File: src/rtl/ccu_pkg.sv
// Shared definitions for the CCU SPI transmit path: FSM encoding and byte constants.
package ccu_pkg;

    typedef enum logic [1:0] {
        ST_IDLE  = 2'd0,
        ST_LOAD  = 2'd1,
        ST_SHIFT = 2'd2
    } spi_state_e;

    localparam logic [7:0] IDLE_BYTE_DEF    = 8'hFF;
    localparam logic [7:0] FRAME_START_BYTE = 8'h5A;

endpackage

File: src/rtl/ccu_sync_edge.sv
// N-stage synchroniser for an asynchronous pin plus single-cycle rise/fall pulses.
module ccu_sync_edge #(
    parameter int   STAGES  = 2,
    parameter logic RST_VAL = 1'b0
) (
    input  logic clk_i,
    input  logic rst_i,
    input  logic async_i,
    output logic rise_o,
    output logic fall_o
);

    logic [STAGES-1:0] sync_q;
    logic              prev_q;

    always_ff @(posedge clk_i) begin
        if (rst_i) begin
            sync_q <= {STAGES{RST_VAL}};
            prev_q <= RST_VAL;
        end else begin
            sync_q <= {sync_q[STAGES-2:0], async_i};
            prev_q <= sync_q[STAGES-1];
        end
    end

    assign rise_o =  sync_q[STAGES-1] & ~prev_q;
    assign fall_o = ~sync_q[STAGES-1] &  prev_q;

endmodule

File: src/rtl/ccu_spi_tx.sv
// SPI-slave (mode 0, MSB first) transmitter fed from AXI4-Stream through a one-byte holding register.
module ccu_spi_tx
    import ccu_pkg::*;
#(
    parameter int         SYNC_STAGES    = 2,
    parameter logic [7:0] IDLE_BYTE      = IDLE_BYTE_DEF,
    parameter int         UNDERRUN_CNT_W = 16
) (
    input  logic                      axi_aclk,
    input  logic                      axi_areset,
    input  logic [7:0]                s_axis_tdata,
    input  logic                      s_axis_tvalid,
    output logic                      s_axis_tready,
    input  logic                      s_axis_tlast,
    input  logic                      spi_sclk,
    input  logic                      spi_cs_n,
    output logic                      spi_miso,
    output logic                      spi_miso_oe,
    output logic                      tx_active,
    output logic                      tx_byte_done,
    output logic                      tx_frame_done,
    output logic                      tx_abort,
    output logic [UNDERRUN_CNT_W-1:0] underrun_cnt
);

    logic sclk_rise, sclk_fall, cs_rise, cs_fall;

    ccu_sync_edge #(.STAGES(SYNC_STAGES), .RST_VAL(1'b0)) u_sync_sclk (
        .clk_i(axi_aclk), .rst_i(axi_areset), .async_i(spi_sclk),
        .rise_o(sclk_rise), .fall_o(sclk_fall)
    );

    ccu_sync_edge #(.STAGES(SYNC_STAGES), .RST_VAL(1'b1)) u_sync_cs (
        .clk_i(axi_aclk), .rst_i(axi_areset), .async_i(spi_cs_n),
        .rise_o(cs_rise), .fall_o(cs_fall)
    );

    spi_state_e                state_q, state_d;
    logic                      hold_valid_q, hold_valid_d;
    logic [7:0]                hold_data_q, hold_data_d;
    logic                      hold_last_q, hold_last_d;
    logic [7:0]                shift_q, shift_d;
    logic [3:0]                bit_cnt_q, bit_cnt_d;
    logic                      last_q, last_d;
    logic                      pend_q, pend_d;
    logic                      pend_hold_q, pend_hold_d;
    logic [UNDERRUN_CNT_W-1:0] ucnt_q, ucnt_d;
    logic                      cs_act_q, cs_act_d;
    logic                      byte_done_q, byte_done_d;
    logic                      frame_done_q, frame_done_d;
    logic                      abort_q, abort_d;

    logic load_en, commit_en, commit_hold;

    always_comb begin
        state_d      = state_q;
        hold_valid_d = hold_valid_q;
        hold_data_d  = hold_data_q;
        hold_last_d  = hold_last_q;
        shift_d      = shift_q;
        bit_cnt_d    = bit_cnt_q;
        last_d       = last_q;
        pend_d       = pend_q;
        pend_hold_d  = pend_hold_q;
        ucnt_d       = ucnt_q;
        cs_act_d     = cs_act_q;
        byte_done_d  = 1'b0;
        frame_done_d = 1'b0;
        abort_d      = 1'b0;
        load_en      = 1'b0;
        commit_en    = 1'b0;
        commit_hold  = 1'b0;

        if (cs_fall)      cs_act_d = 1'b1;
        else if (cs_rise) cs_act_d = 1'b0;

        if (s_axis_tvalid && s_axis_tready) begin
            hold_valid_d = 1'b1;
            hold_data_d  = s_axis_tdata;
            hold_last_d  = s_axis_tlast;
        end

        if (cs_rise) begin
            state_d   = ST_IDLE;
            abort_d   = (bit_cnt_q != 4'd0) && (bit_cnt_q != 4'd8);
            bit_cnt_d = 4'd0;
            pend_d    = 1'b0;
        end else begin
            case (state_q)
                ST_IDLE: begin
                    bit_cnt_d = 4'd0;
                    pend_d    = 1'b0;
                    if (cs_fall) state_d = ST_LOAD;
                end
                ST_LOAD: begin
                    load_en     = 1'b1;
                    commit_en   = 1'b1;
                    commit_hold = hold_valid_q;
                    bit_cnt_d   = 4'd0;
                    state_d     = ST_SHIFT;
                end
                ST_SHIFT: begin
                    if (sclk_rise && bit_cnt_q != 4'd8) begin
                        bit_cnt_d = bit_cnt_q + 4'd1;
                        if (bit_cnt_q == 4'd7) begin
                            byte_done_d  = 1'b1;
                            frame_done_d = last_q;
                        end
                        // A reload is only committed once the master clocks into the
                        // new byte, so the idle-low SCLK fall ending a frame loses nothing.
                        if (pend_q) begin
                            commit_en   = 1'b1;
                            commit_hold = pend_hold_q;
                            pend_d      = 1'b0;
                        end
                    end else if (sclk_fall) begin
                        if (bit_cnt_q == 4'd8) begin
                            load_en     = 1'b1;
                            pend_d      = 1'b1;
                            pend_hold_d = hold_valid_q;
                            bit_cnt_d   = 4'd0;
                        end else begin
                            shift_d = {shift_q[6:0], 1'b0};
                        end
                    end
                end
                default: state_d = ST_IDLE;
            endcase
        end

        if (load_en) begin
            shift_d = hold_valid_q ? hold_data_q : IDLE_BYTE;
            last_d  = hold_valid_q & hold_last_q;
        end

        if (commit_en) begin
            if (commit_hold)                              hold_valid_d = 1'b0;
            else if (ucnt_q != {UNDERRUN_CNT_W{1'b1}})    ucnt_d       = ucnt_q + 1'b1;
        end
    end

    always_ff @(posedge axi_aclk) begin
        if (axi_areset) begin
            state_q      <= ST_IDLE;
            hold_valid_q <= 1'b0;
            hold_data_q  <= 8'h00;
            hold_last_q  <= 1'b0;
            shift_q      <= IDLE_BYTE;
            bit_cnt_q    <= 4'd0;
            last_q       <= 1'b0;
            pend_q       <= 1'b0;
            pend_hold_q  <= 1'b0;
            ucnt_q       <= '0;
            cs_act_q     <= 1'b0;
            byte_done_q  <= 1'b0;
            frame_done_q <= 1'b0;
            abort_q      <= 1'b0;
        end else begin
            state_q      <= state_d;
            hold_valid_q <= hold_valid_d;
            hold_data_q  <= hold_data_d;
            hold_last_q  <= hold_last_d;
            shift_q      <= shift_d;
            bit_cnt_q    <= bit_cnt_d;
            last_q       <= last_d;
            pend_q       <= pend_d;
            pend_hold_q  <= pend_hold_d;
            ucnt_q       <= ucnt_d;
            cs_act_q     <= cs_act_d;
            byte_done_q  <= byte_done_d;
            frame_done_q <= frame_done_d;
            abort_q      <= abort_d;
        end
    end

    assign s_axis_tready = ~hold_valid_q & ~axi_areset;
    assign spi_miso      = shift_q[7];
    assign spi_miso_oe   = cs_act_q;
    assign tx_active     = cs_act_q;
    assign tx_byte_done  = byte_done_q;
    assign tx_frame_done = frame_done_q;
    assign tx_abort      = abort_q;
    assign underrun_cnt  = ucnt_q;

endmodule

File: config.mk
export PLATFORM = sky130hd
export DESIGN_NAME = ccu_spi_tx
export DESIGN_NICKNAME = d
export VERILOG_FILES = /design/src/rtl/ccu_pkg.sv /design/src/rtl/ccu_sync_edge.sv /design/src/rtl/ccu_spi_tx.sv
export SDC_FILE = /design/constraint.sdc
export NUM_CORES = 1
export LEC_CHECK = 0
export ABC_AREA = 1
export CAP_MARGIN = 40
export CORE_MARGIN = 10
export CORE_UTILIZATION = 50
export DETAILED_ROUTE_END_ITERATION = 7
export PLACE_DENSITY = 0.74
export SYNTH_ARGS = -nofsm -noshare
export SYNTH_HDL_FRONTEND = slang
export SYNTH_SLANG_ARGS = --single-unit
File: constraint.sdc
create_clock -name axi_aclk -period 1.6 [get_ports axi_aclk]
set_input_delay 0.24 -clock axi_aclk [delete_from_list [all_inputs] [get_ports axi_aclk]]
set_output_delay 0.24 -clock axi_aclk [all_outputs]
set_load 0.02 [all_outputs]
==> impl_summary.log <==
INFO  metric number_of_flops_mapped_to_enable_cells_by_yosys = 0
INFO  metric violations = setup timing
INFO  metric hold_path.class = register to register
INFO  metric cellInternalPower = 2015 µW
INFO  metric critPathSlowestCell = sky130_fd_sc_hd__dfxtp_2
INFO  metric period_needed = between 1.5 and 2 ns
INFO  metric postRouteWirelength = 6485 µm
INFO  metric final.setup.tns = -0.1228 ns
INFO  metric io_pins = 37
INFO  metric clk_transition_reported_paths = 0.09 ns
INFO  metric synth.avg_cell_area = ~7.8 µm²
INFO  metric combinational_family_with_the_most_area_after_synthesis = simple AND/OR/NAND/NOR gates
INFO  metric tritoncts.num_buffers = 5
INFO  metric dpl.hpwl = 4517 µm
INFO  metric depth_of_the_worst_register_to_register_path = 10
INFO  metric switchingPower = just over 700 µW
INFO  metric num-nets-final = roughly 440
INFO  metric ctsRootBufferMaster = sky130_fd_sc_hd__clkbuf_8
INFO  metric overflow_left_after_global_routing = 0
INFO  metric setup_violations = 8
INFO  metric pwr_density_cell = ~750 nW/µm²
INFO  metric postSynthNetCount = ~400
INFO  metric final.setup.worst_slack = -0.03091 ns
INFO  metric layout-drive-gt1-share = about a quarter
INFO  metric track_usage = roughly 14%
INFO  metric maxClockFrequency = 0.6132 GHz
INFO  metric drt_first_pass_iters = 4
INFO  metric timing_worst_setup_path_type = register to register
INFO  metric ir_worst_vdd = roughly 0.44 mV
INFO  metric timing.slew.headroom = around three quarters
INFO  metric worst_clock_skew = between 0.01 and 0.015 ns
INFO  metric outcome = finished, violations left
INFO  metric biggest_area_consumer_among_synthesized_cells = sky130_fd_sc_hd__dfxtp_1
INFO  metric hold_viol_final = 0
INFO  metric ctsLongestPathBuffers = 2
INFO  metric floorplan.rows = 27
INFO  metric rsz_0062_raised_after_global_routing = true
INFO  metric cp_slowest_stage_delay = around 0.35 ns
INFO  metric remaining_drc_errors = 0
INFO  metric timing.critical_path.cells = inv_2 -> ha_4 -> nand3_4 -> nand4_1 -> nand2_1 -> nand2_2 -> nor2_4 -> clkbuf_16 -> nand3_2 -> a21oi_2
INFO  metric timing.final.max_slew_violations = 0
INFO  metric endpoint_kind = register
INFO  metric synth_warnings = 0
INFO  metric postSynth.asyncResetShare = 0%
INFO  metric yosys.cell_types.count = 42
INFO  metric cts_tree = yes
INFO  metric synth_mux_area_share = 0%
INFO  metric wire_per_inst = about 13 µm
INFO  metric route.antenna.remaining_nets = 0
INFO  metric cts.sink_count = 53
INFO  metric synth_compound_gate_area_share = between 10% and 20%
INFO  metric regToRegSetupSlack = -0.03 ns
INFO  metric synth-simple-area-share = 32.73%
INFO  metric critical_path.startpoint_type = register
INFO  metric die-height = between 90 and 100 µm
INFO  metric coreArea = between 5000 and 6000 µm²
INFO  metric final.hold.worst_slack = ~0.41 ns
INFO  metric finish.utilization = about two thirds
INFO  metric grt_pass1_wl = around 11,000 µm
INFO  metric pwr-share-seq = around 51%
INFO  metric switching_share = roughly a quarter
INFO  metric period_share = 101.9%
INFO  metric n_antenna_cell = 0
INFO  metric crit_path_start = bit_cnt_q[1]$_SDFFE_PP0P_
INFO  metric htree_num_levels = 2
INFO  metric yosys.area_share.xor_xnor = approximately 3.3%
INFO  metric critPathMaxFanout = 8
INFO  metric post_synth_fa_ha_maj_area_fraction = approximately 4.3%
INFO  metric r2r_end = underrun_cnt[13]$_SDFFE_PP0P_
INFO  metric port-buffer-count = 36
INFO  metric initial_utilization = ~52%
INFO  metric worst_ep_arrival_time = approximately 1.9 ns
INFO  metric clock_network_latency_to_the_later_pin_of_the_worst_skew_pair = around 0.31 ns
INFO  metric hold_buffers = 0
INFO  metric initial_antenna_violation_count = 0
INFO  metric yosys_most_used_dff = sky130_fd_sc_hd__dfxtp_1
INFO  metric setup.worst_path.end = underrun_cnt[13]$_SDFFE_PP0P_
INFO  metric netlist_top_cells_area = sky130_fd_sc_hd__dfxtp_1 (36%), sky130_fd_sc_hd__nand2_1 (10%), sky130_fd_sc_hd__inv_1 (4.9%)
INFO  metric tightestPinTransition = 0.3650 ns
INFO  metric critPathRequiredTime = around 1.8 ns
INFO  metric area_overhead_of_the_layout_relative_to_synthesis = 24.99%
INFO  metric ys_seq_elements = between 50 and 60
INFO  metric netlist_area = 2909 µm²
INFO  metric share_comb_of_total_power = 15.4%
INFO  metric synth_sequential_area_ratio = roughly 36%
INFO  metric place.gp.congestion = ~0.84
INFO  metric grt_pass1_vias = 2,366
INFO  metric post_synthesis_cells = roughly 370
INFO  metric grt_max_degree = 21
INFO  metric die_w = 96.28 µm
INFO  metric rr_startpoint = bit_cnt_q[1]$_SDFFE_PP0P_
INFO  metric clockPowerShare = between 30 and 40%
INFO  metric synth_top_area_share = 36.47%
INFO  metric vias_per_cell = roughly 5
INFO  metric leakage = ~0.0015 µW
INFO  metric drtIter0Drc = 60
INFO  metric max_cap_viol_count = 0
INFO  metric die-area = 9269 µm²
INFO  metric layout_commonest_cell = sky130_fd_sc_hd__nand2_1
INFO  metric routed-via-count = 2,461
INFO  metric layout.cells.most_common_list = sky130_fd_sc_hd__nand2_1 (80), sky130_fd_sc_hd__dfxtp_1 (47), sky130_fd_sc_hd__inv_1 (34)
state kept, by name, summed over array words and instances (netlist names), 2 cells and up:
signal / count
underrun_cnt: 16
hold_data_q: 8
shift_q: 8
bit_cnt_q: 4
state_q: 2
u_sync_cs.sync_q: 2
u_sync_sclk.sync_q: 2
timing repair:
item	in CTS	in global routing
pin swaps	1	21
setup endpoints to repair	30	29
resized for setup	16	23
cloned	1	1
setup buffers	0	1
cells in the mapped netlist (all sizes together), types with 10 or more instances:
cell / n
nor2: 32
o21ai: 14
inv: 44
nand3: 43
buf: 10
a21oi: 26
dfxtp: 53
nand2: 89
ha: 10
worst max-delay path, delay by kind of cell (launching register included):
family | cells | cell delay (ns)
compound gates | 1 | 0.12
simple gates | 6 | 0.70
fa+ha+maj | 1 | 0.16
buf+inv | 2 | 0.24
flops | 1 | 0.35
kinds of logic (layout without fill, tap and decap cells):
| group | count (synthesis) | count (layout) |
|---|---|---|
| DFF | 53 | 53 |
| buffers and inverters | 65 | 113 |
| and+or+nand+nor | 177 | 178 |
| xor gates and xnor gates | 11 | 11 |
| AOI/OAI and AO/OA | 56 | 56 |
| adders and majority gates | 10 | 10 |
routing by layer:
layer  GRT usage [%]  vias to the layer above  routed length (µm)
met4           4.300                        0                 105
met3           5.136                        9                 474
met5               0                        -                   0
met2           23.65                       50                2994
met1           17.05                     1106                2912
li1                -                     1296                   -
power by group through the flow:
stage                     Clock [µW]  Sequential [µW]  Combinational, µW
after floorplan                    0             1420                261
after global placement             0             1420                385
after detailed placement           0             1420                395
after CTS                        944             1390                400
after global routing            1000             1400                467
final                            915             1400                422
layout make-up:
| type | instances | area, µm² |
|---|---|---|
| sequential | 53 | 1069 |
| clock inverter | 3 | 46.29 |
| inverter | 51 | 196.4 |
| multi-input combinational | 255 | 1637 |
| clock buffer | 5 | 68.82 |
| tap | 72 | 90.09 |
| timing repair buffer | 54 | 529.3 |
| fill | 490 | 1938 |
worst min path at each step:
stage | from | to | slack, ns | cells past startpoint
after floorplan | spi_cs_n | u_sync_cs.sync_q[0]$_SDFF_PP1_ | 0.34 | 1
after global placement | u_sync_sclk.sync_q[0]$_SDFF_PP0_ | u_sync_sclk.sync_q[1]$_SDFF_PP0_ | 0.39 | 2
after CTS | u_sync_sclk.sync_q[0]$_SDFF_PP0_ | u_sync_sclk.sync_q[1]$_SDFF_PP0_ | 0.41 | 2
final | u_sync_sclk.sync_q[0]$_SDFF_PP0_ | u_sync_sclk.sync_q[1]$_SDFF_PP0_ | 0.41 | 2
after detailed placement | u_sync_sclk.sync_q[0]$_SDFF_PP0_ | u_sync_sclk.sync_q[1]$_SDFF_PP0_ | 0.40 | 2
after global routing | u_sync_sclk.sync_q[0]$_SDFF_PP0_ | u_sync_sclk.sync_q[1]$_SDFF_PP0_ | 0.41 | 2
metrics by stage:
step | total power (µW) | cell area, µm² | instances | setup WS (ns)
floorplan | 1684 | 2920 | 372 | 0.02588
global placement | 1804 | 3410 | 482 | 0.002700
detailed placement | 1817 | 3410 | 482 | -0.01370
CTS | 2736 | 3530 | 491 | -0.01721
global route | 2872 | 3636 | 493 | -0.1171
finish | 2732 | 3636 | 493 | -0.03091
Power figures use the tool's default switching activity.
